File: config.mk
export PLATFORM = sky130hd
export DESIGN_NAME = mem_wb_stage
export DESIGN_NICKNAME = d
export VERILOG_FILES = /design/src/rtl/wb_pkg.sv /design/src/rtl/mem_wb_stage_load_align.sv /design/src/rtl/mem_wb_stage.sv
export SDC_FILE = /design/constraint.sdc
export NUM_CORES = 1
export LEC_CHECK = 0
export CAP_MARGIN = 40
export CORE_ASPECT_RATIO = 2
export CORE_MARGIN = 2
export CORE_UTILIZATION = 46
export CTS_CLUSTER_DIAMETER = 80
export DETAILED_ROUTE_END_ITERATION = 8
export PLACE_DENSITY = 0.87
export REMOVE_ABC_BUFFERS = 1
export SLEW_MARGIN = 40
export SYNTH_ARGS = -nofsm -noshare
export SYNTH_HDL_FRONTEND = slang
export SYNTH_HIERARCHICAL = 1
export SYNTH_SLANG_ARGS = --single-unit
File: constraint.sdc
create_clock -name clk -period 7.4 [get_ports clk]
set_input_delay 1.48 -clock clk [delete_from_list [all_inputs] [get_ports clk]]
set_output_delay 1.48 -clock clk [all_outputs]
set_load 0.05 [all_outputs]
File: src/rtl/wb_pkg.sv
// Shared encodings for the MEM/WB stage: writeback mux selects, load
// funct3 codes and the stage occupancy state.
package wb_pkg;

  localparam logic [1:0] WB_ALU = 2'd0;
  localparam logic [1:0] WB_MEM = 2'd1;
  localparam logic [1:0] WB_PC4 = 2'd2;
  localparam logic [1:0] WB_CSR = 2'd3;

  localparam logic [2:0] F3_LB  = 3'b000;
  localparam logic [2:0] F3_LH  = 3'b001;
  localparam logic [2:0] F3_LW  = 3'b010;
  localparam logic [2:0] F3_LBU = 3'b100;
  localparam logic [2:0] F3_LHU = 3'b101;

  typedef enum logic [1:0] {
    EMPTY = 2'd0,
    FRESH = 2'd1,
    HELD  = 2'd2
  } stage_t;

endpackage

File: src/rtl/mem_wb_stage_load_align.sv
// Load alignment: picks the addressed byte/half out of a dmem word,
// sign- or zero-extends it, and flags sub-word misalignment.
module load_align
  import wb_pkg::*;
#(
  parameter int XLEN = 32
) (
  input  logic [XLEN-1:0] raw,
  input  logic [1:0]      off,
  input  logic [2:0]      funct3,
  output logic [XLEN-1:0] data,
  output logic            misalign
);

  function automatic logic [XLEN-1:0] ext8(input logic [7:0] b, input logic sgn);
    logic signed [XLEN-1:0] s;
    s = $signed({sgn & b[7], b});
    return s;
  endfunction

  function automatic logic [XLEN-1:0] ext16(input logic [15:0] h, input logic sgn);
    logic signed [XLEN-1:0] s;
    s = $signed({sgn & h[15], h});
    return s;
  endfunction

  logic [7:0]  byte_sel;
  logic [15:0] half_sel;

  assign byte_sel = raw[{off, 3'b000} +: 8];
  assign half_sel = raw[{off[1], 4'b0000} +: 16];

  // Extend the selected lane; unknown load types pass the word through.
  always_comb begin
    data     = raw;
    misalign = 1'b0;
    case (funct3)
      F3_LB:  data = ext8(byte_sel, 1'b1);
      F3_LBU: data = ext8(byte_sel, 1'b0);
      F3_LH:  begin data = ext16(half_sel, 1'b1); misalign = off[0]; end
      F3_LHU: begin data = ext16(half_sel, 1'b0); misalign = off[0]; end
      F3_LW:  misalign = |off;
      default: data = raw;
    endcase
  end

endmodule

File: src/rtl/mem_wb_stage.sv
// MEM/WB pipeline stage: registers EX/MEM results, aligns synchronous dmem
// read data, and keeps that data in a hold register across writeback stalls.
module mem_wb_stage
  import wb_pkg::*;
#(
  parameter int XLEN       = 32,
  parameter int REG_ADDR_W = 5
) (
  input  logic                  clk,
  input  logic                  rst_n,
  input  logic                  in_valid,
  output logic                  in_ready,
  input  logic [XLEN-1:0]       in_alu,
  input  logic [XLEN-1:0]       in_pc4,
  input  logic [XLEN-1:0]       in_csr,
  input  logic [1:0]            in_wb_sel,
  input  logic [2:0]            in_funct3,
  input  logic [REG_ADDR_W-1:0] in_rd,
  input  logic                  in_reg_we,
  input  logic [XLEN-1:0]       dmem_rdata,
  input  logic                  flush,
  input  logic                  out_ready,
  output logic                  out_valid,
  output logic [XLEN-1:0]       wb_in0,
  output logic [XLEN-1:0]       wb_in1,
  output logic [XLEN-1:0]       wb_in2,
  output logic [XLEN-1:0]       wb_in3,
  output logic [1:0]            wb_sel,
  output logic [REG_ADDR_W-1:0] wb_rd,
  output logic                  wb_we,
  output logic                  wb_misalign
);

  stage_t                state_p1, state_d;
  logic [XLEN-1:0]       alu_p1, pc4_p1, csr_p1, hold_p1;
  logic [1:0]            sel_p1;
  logic [2:0]            f3_p1;
  logic [REG_ADDR_W-1:0] rd_p1;
  logic                  we_p1;
  logic                  vld_p1;
  logic                  accept;
  logic [XLEN-1:0]       raw;
  logic                  align_mis;

  assign vld_p1    = (state_p1 != EMPTY);
  assign out_valid = vld_p1;
  assign in_ready  = !vld_p1 | out_ready;
  assign accept    = in_valid & in_ready;

  // Next occupancy: flush wins, then a new accept, then drain or stall.
  always_comb begin
    state_d = state_p1;
    if (flush) begin
      state_d = EMPTY;
    end else if (accept) begin
      state_d = FRESH;
    end else begin
      case (state_p1)
        FRESH:   state_d = out_ready ? EMPTY : HELD;
        HELD:    state_d = out_ready ? EMPTY : HELD;
        default: state_d = EMPTY;
      endcase
    end
  end

  // Stage occupancy register.
  always_ff @(posedge clk or negedge rst_n) begin
    if (!rst_n) state_p1 <= EMPTY;
    else        state_p1 <= state_d;
  end

  // EX/MEM -> MEM/WB boundary: capture instruction fields on a surviving accept.
  always_ff @(posedge clk or negedge rst_n) begin
    if (!rst_n) begin
      alu_p1 <= '0;
      pc4_p1 <= '0;
      csr_p1 <= '0;
      sel_p1 <= WB_ALU;
      f3_p1  <= F3_LB;
      rd_p1  <= '0;
      we_p1  <= 1'b0;
    end else if (accept && !flush) begin
      alu_p1 <= in_alu;
      pc4_p1 <= in_pc4;
      csr_p1 <= in_csr;
      sel_p1 <= in_wb_sel;
      f3_p1  <= in_funct3;
      rd_p1  <= in_rd;
      we_p1  <= in_reg_we;
    end
  end

  // dmem data is only present for one cycle; keep it when the first live cycle stalls.
  always_ff @(posedge clk or negedge rst_n) begin
    if (!rst_n)                                hold_p1 <= '0;
    else if (state_p1 == FRESH && !out_ready)  hold_p1 <= dmem_rdata;
  end

  assign raw = (state_p1 == FRESH) ? dmem_rdata : hold_p1;

  load_align #(.XLEN(XLEN)) u_align (
    .raw      (raw),
    .off      (alu_p1[1:0]),
    .funct3   (f3_p1),
    .data     (wb_in1),
    .misalign (align_mis)
  );

  assign wb_in0      = alu_p1;
  assign wb_in2      = pc4_p1;
  assign wb_in3      = csr_p1;
  assign wb_sel      = sel_p1;
  assign wb_rd       = rd_p1;
  assign wb_we       = we_p1 & vld_p1;
  assign wb_misalign = vld_p1 & (sel_p1 == WB_MEM) & align_mis;

endmodule

==> out/qor.yml, run 1 <==
grt:
  first_global_vias: 5385
  overflow: 0
  antenna_found_initial: 0
  grt_pass1_wl_um: 28800
  grt_max_degree: 78
  track_usage_pct: 25.7
place:
  placedInstanceArea_um2: 9320
  place_congestion: 0.883
  dp.cells: 854
  io_buffers: 282
  dp_hpwl_um: 14000
routing:
  ant_nets: 0
  drc: 0
  drt-wirelength-per-cell_um: 21.5
  routed_wl_um: 19000
  via_per_inst: 5.42
  drtIter0Drc: 206
  drt_pass1_iterations: 4
  vias: 4794
timing:
  post-route-min-period_ns: 5.53
  hold_viol: 0
  fin_skew_ns: 0.00670
  grt_setup_unrepaired: "no"
  finalMaxSlewViolations: 0
  finalSetupViolCount: 0
  worst_slew_pin_slew_ns: 0.782
  final.setup.tns_ns: 0
  fmax_ghz: 0.181
  relSlewSlack_pct: 47.9
  period_share_pct: 74.7
  worst_hold_slack_ns: 0.483
clock_network:
  clock-sinks: 141
  clkTransAtPathRegs_ns: 0.06
  postCtsSetupBuffers: 0
  cts-resized-gates: 0
  cts_buffers: 17
  clock_latency_ns: 0.41
  clock_path_buffers: 2
  cts-root-buf: "clkbuf_16"
  hold_buffers: 0
  htreeDepth: 4
  cts_tree: "done"
die:
  fp.dieH_um: 171
  io_pins: 283
  start_util_pct: 47.2
  die_area_um2: 14900
  num_rows: 60
  coreArea_um2: 13500
  die_w_um: 87.3
synth:
  ys.flop_type: "dfrtp_1"
  synth_top_cell_area_share_pct: 55.3
  syn_inst: 438
  synth_seq_cells: 141
  avgSynthCellArea_um2: 14.6
  synth.most_common_cell: "mux2_2"
  synth_cell_types: 35
  synth-warning-count: 6
  netlist_area_um2: 6380
  synth_area_leader_cell: "dfrtp_1"
  ys_seq_area_share_pct: 55.3
  netlist_top_cells_count: "mux2_2 (156), dfrtp_1 (141), mux2_4 (19), a21o_1 (17), buf_2 (12)"
  synth_edf_count: 0
  ys_async_sr_fraction_pct: 100
  ys_top_cells_by_area: "dfrtp_1 (55%), mux2_2 (28%), mux2_4 (4.5%)"
pwr:
  p_clk_share_pct: 27.0
  power_frac_seq_pct: 30.5
  ir_drop_mv: 0.227
  p_leak_nw: 4.19
  switchingPower_mw: 1.29
  power_per_cell_area_nw_per_um2: 333
  p_comb_share_pct: 42.5
  p_int_mw: 2.02
  switching_share_pct: 39.0
final_layout:
  instances_no_fill: 885
  n_antenna_cell: 0
  syn2layout_area_growth_pct: 55.8
  final_nets: 864
  post-route-util_pct: 73.6
  final_layout_size_suffix_gt1_share_pct: 30.0
  fin_area_um2: 9940
worst_setup_path:
  reg2regPathDepth: 6
  path_max_fanout: 4
  crit_path_end_kind: "output port"
  crit_type: "input pin to output port"
  cp.required_ns: 5.92
  timing.rr.start: "state_p1[1]"
  r2r-end: "wb_in2[8]"
  cp.arrival_ns: 4.05
  reg2reg_slack_ns: 5.23
  start_kind: "input pin"
flow_run:
  maxCapViolations: 0
min_path:
  min_from: "hold_p1[6]"
  hold_path_class: "flip-flop to flip-flop"
  min_path_cells: 1
  holdPathEnd: "hold_p1[6]"
status:
  status: "completed"
==> how the worst max path moves through the flow <==
stage / from / to / slack (ns) / cells past startpoint
floorplan: out_ready / f3_p1[0] / 2.04 / 3
global placement: dmem_rdata[31] / wb_in1[24] / 1.94 / 7
detailed placement: dmem_rdata[7] / wb_in1[24] / 1.89 / 7
CTS: dmem_rdata[7] / wb_in1[24] / 1.88 / 7
global route: dmem_rdata[15] / wb_in1[27] / 1.80 / 7
finish: dmem_rdata[7] / wb_in1[15] / 1.87 / 7
==> placed cells by master, fill, tap and decap left out, drive strengths merged, types with 2 or more instances in the layout <==
cell type | Yosys | layout
a21o | 17 | 17
a21oi | 7 | 7
a221o | 3 | 3
a22oi | 3 | 3
buf | 18 | 8
bufinv | 0 | 3
clkbuf | 10 | 19
clkdlybuf4s50 | 0 | 281
clkinv | 0 | 3
clkinvlp | 0 | 3
dfrtp | 141 | 141
ha | 2 | 2
inv | 8 | 11
mux2 | 177 | 177
mux2i | 3 | 3
nand2 | 11 | 11
nand2b | 2 | 2
nand3b | 4 | 4
nor2 | 3 | 3
nor2b | 6 | 6
nor3 | 5 | 5
o21ai | 4 | 4
o311ai | 3 | 3
==> routing by layer <==
| layer | vias up | part of all wire (%) | routed length, µm | global-route usage [%] |
|---|---|---|---|---|
| li1 | 2140 | - | - | - |
| met1 | 2398 | 34 | 6440 | 26.9 |
| met2 | 213 | 56 | 10700 | 46.8 |
| met3 | 43 | 6.5 | 1240 | 7.19 |
| met4 | 0 | 3.5 | 675 | 10.4 |
| met5 | - | 0 | 0 | 0 |
==> stage by stage <==
step                      setup slack (ns)  total power [mW]
after floorplan                       2.04              1.90
after global placement                1.94              2.38
after detailed placement              1.89              2.42
after CTS                             1.88              3.33
after global routing                  1.80              3.42
final                                 1.87              3.31
==> power groups by stage <==
stage,Sequential (mW),Clock (mW),Combinational [mW]
after CTS,1.01,0.909,1.41
after global routing,1.03,0.943,1.45
after global placement,1.01,0,1.38
after floorplan,1.36,0,0.544
final,1.01,0.894,1.40
after detailed placement,1.02,0,1.40
==> critical path, stage by stage <==
cell and delay, ns:
clkdlybuf4s50_1 0.44, mux2_2 0.31, mux4_2 0.53, nand3b_1 0.22, nand2_1 0.10, mux2_2 0.27, clkdlybuf4s50_1 0.70
==> cell families (layout without fill, tap and decap cells) <==
group / count (synthesis) / after routing / synth area share (%)
muxes: 181 / 181 / 33.2
DFF: 141 / 141 / 55.3
AOI/OAI and AO/OA: 43 / 43 / 5.06
buffers and inverters: 36 / 328 / 2.94
and+or+nand+nor: 35 / 35 / 3.10
adders and majority gates: 2 / 2 / 0.392
==> registers in the layout, summed over array words and instances, names as in the netlist <==
name,count
wb_rd,5
wb_sel,2
wb_in2,32
wb_in0,32
wb_in3,32
f3_p1,3
hold_p1,32
state_p1,2
we_p1,1
==> layout make-up <==
class / count / area, µm²
clock buffers: 19 / 453
clock inverters: 12 / 161
fillers: 886 / 3570
inverters: 8 / 30.0
multi-input cells: 261 / 2670
flip-flops and latches: 141 / 3530
well taps: 155 / 194
repair buffers: 289 / 2910
No activity file was read; power rests on OpenSTA's default activity.
==> run 2: changes to the inputs <==
--- a/config.mk
+++ b/config.mk
@@ -8,10 +8,10 @@
 export CAP_MARGIN = 40
 export CORE_ASPECT_RATIO = 2
 export CORE_MARGIN = 2
-export CORE_UTILIZATION = 46
+export CORE_UTILIZATION = 38
 export CTS_CLUSTER_DIAMETER = 80
 export DETAILED_ROUTE_END_ITERATION = 8
-export PLACE_DENSITY = 0.87
+export PLACE_DENSITY = 0.77
 export REMOVE_ABC_BUFFERS = 1
 export SLEW_MARGIN = 40
 export SYNTH_ARGS = -nofsm -noshare
==> constraint.sdc (replaced) <==
create_clock -name clk -period 4.9 [get_ports clk]
set_input_delay 0.98 -clock clk [delete_from_list [all_inputs] [get_ports clk]]
set_output_delay 0.98 -clock clk [all_outputs]
set_load 0.05 [all_outputs]
==> out/qor.yml, run 2 (synthesized netlist as in run 1, its figures left out) <==
timing:
  relSlewSlack_pct: 49.1  # +1.2 points
  worst_hold_slack_ns: 0.429  # -0.0536 ns
  grt_setup_unrepaired: "no"
  period_share_pct: 90.7
  post-route-min-period_ns: 4.44
  finalMaxSlewViolations: 0  # unchanged
  finalSetupViolCount: 0  # unchanged
  worst_slack_ns: 0.456  # -1.41 ns
  fin_skew_ns: 0.00454  # -0.00216 ns
  fmax_ghz: 0.225
  final.setup.tns_ns: 0  # unchanged
  hold_viol: 0  # unchanged
  worst_slew_pin_slew_ns: 0.764  # -0.0179 ns
pwr:
  p_clk_share_pct: 25.9  # -1.1 points
  power_frac_seq_pct: 31.2  # +0.7 points
  p_leak_nw: 4.22  # +0.65%
  p_int_mw: 2.94  # +46%
  power_per_cell_area_nw_per_um2: 489  # +47%
  p_comb_share_pct: 42.9  # +0.4 points
  switching_share_pct: 39.7  # +0.73 points
  switchingPower_mw: 1.94  # +50%
  ir_drop_mv: 0.331  # +46%
  p_total_mw: 4.88  # +47%
clock_network:
  htreeDepth: 4  # unchanged
  clkTransAtPathRegs_ns: 0.06  # about the same
  hold_buffers: 0  # unchanged
  clock_path_buffers: 2  # unchanged
  cts-root-buf: "clkbuf_16"
  clock-sinks: 141  # unchanged
  postCtsSetupBuffers: 0  # unchanged
  cts_buffers: 17  # unchanged
  cts_tree: "done"
  clock_latency_ns: 0.42  # about the same
  cts-resized-gates: 0  # unchanged
die:
  fp.dieH_um: 187  # +9.8%
  start_util_pct: 38.4  # -8.8 points
  io_pins: 283  # unchanged
  num_rows: 67  # +12%
  die_w_um: 95.6  # +9.6%
  die_area_um2: 17900  # +20%
  coreArea_um2: 16600  # +23%
min_path:
  hold_path_class: "input pin to asynchronous set/reset pin"
final_layout:
  multi_input_area_um2: 2670  # unchanged
  post-route-util_pct: 60.0  # -14 points
  final_common_cell: "clkdlybuf4s50_1"
  seqCellArea_um2: 3530  # unchanged
  final_nets: 867  # +0.35%
  fill_cells: 1351  # +52%
  final_layout_size_suffix_gt1_share_pct: 32.7  # +2.7 points
  syn2layout_area_growth_pct: 56.3
  mostFrequentLayoutCells: "clkdlybuf4s50_1 (264), mux2_2 (156), dfrtp_1 (141)"
  n_antenna_cell: 0  # unchanged
grt:
  first_global_vias: 5294  # -1.7%
  overflow: 0  # unchanged
  grt_max_degree: 74  # -5.1%
  grt_pass1_wl_um: 27900  # -3.1%
  antenna_found_initial: 0  # unchanged
  track_usage_pct: 20.5  # -5.2 points
worst_setup_path:
  path_max_fanout: 14  # +10
  start_kind: "flip-flop"
  crit_path_end_kind: "output port"
  crit_type: "flip-flop to output port"
  cp.arrival_ns: 3.46  # -0.59 ns
  cp.required_ns: 3.92  # -2.00 ns
routing:
  routed_wl_um: 17900  # -5.9%
  drtIter0Drc: 113  # -45%
  drc: 0  # unchanged
  vias: 4744  # -1.0%
  ant_nets: 0  # unchanged
  drt-wirelength-per-cell_um: 19.0  # -12%
  via_per_inst: 5.04  # -6.9%
  drt_pass1_iterations: 4  # unchanged
place:
  dp_hpwl_um: 13000  # -6.8%
  place_congestion: 0.745  # -16%
  io_buffers: 282  # unchanged
  preCtsSetupSlack_ns: 0.652  # -1.23 ns
flow_run:
  maxCapViolations: 0  # unchanged
status:
  status: "completed"
==> run 2: cell types whose count changed in the layout (fill, tap and decap cells not counted) <==
cell             previous run  this run
inv_8                       0         2
buf_4                       4        24
buf_6                       2         1
buf_12                      2         1
bufinv_16                   3         1
buf_8                       0         1
clkinvlp_4                  3         4
buf_16                      0         1
clkdlybuf4s50_1           281       264
==> run 2: per-layer routing <==
layer	up-vias	wire (µm)	track usage, %
met2	249	8540	32.7
met4	0	463	8.30
met5	-	0	0
li1	2151	-	-
met1	2317	6760	23.3
met3	27	2150	9.67
==> run 2: stage by stage <==
stage,std cells,instance area (µm²)
after global placement,907,9340
after global routing,941,9970
after detailed placement,908,9370
after floorplan,410,6220
final,941,9970
after CTS,940,9960
==> run 2: final timing paths <==
path / startpoint / to / slack (ns) / cells after the start
max: state_p1[1] / wb_in1[12] / 0.46 / 7
min: rst_n / wb_in3[15] / 0.43 / 1
max reg2reg: state_p1[0] / wb_in2[0] / 2.40 / 6
min in group clk: hold_p1[6] / hold_p1[6] / 0.49 / 1
min reg2reg: hold_p1[6] / hold_p1[6] / 0.49 / 1
max in group asynchronous: rst_n / hold_p1[8] / 3.36 / 3
==> run 2: area by class of cell <==
type	instances	share of cell area [%]
sequential	141	35.4
timing repair buffer	292	29.1
multi-input combinational	261	26.8
clock buffer	19	4.54
tap	207	2.60
clock inverter	13	1.32
inverter	8	0.301
==> run 2: power groups by stage <==
stage / clock network [mW] / logic (mW) / registers, mW
6_report: 1.26 / 2.09 / 1.52
5_1_grt: 1.35 / 2.19 / 1.55
4_1_cts: 1.30 / 2.10 / 1.52
3_5_place_dp: 0 / 2.09 / 1.54
3_3_place_gp: 0 / 2.08 / 1.53
2_1_floorplan: 0 / 0.822 / 2.05
==> run 2: worst max-delay path, stage by stage (launching register included) <==
cell,delay (ns)
dfrtp_1,0.36
inv_1,0.07
ha_1,0.58
mux2_2,0.44
mux4_2,0.53
nand3b_1,0.23
a21oi_1,0.12
clkdlybuf4s50_1,0.71
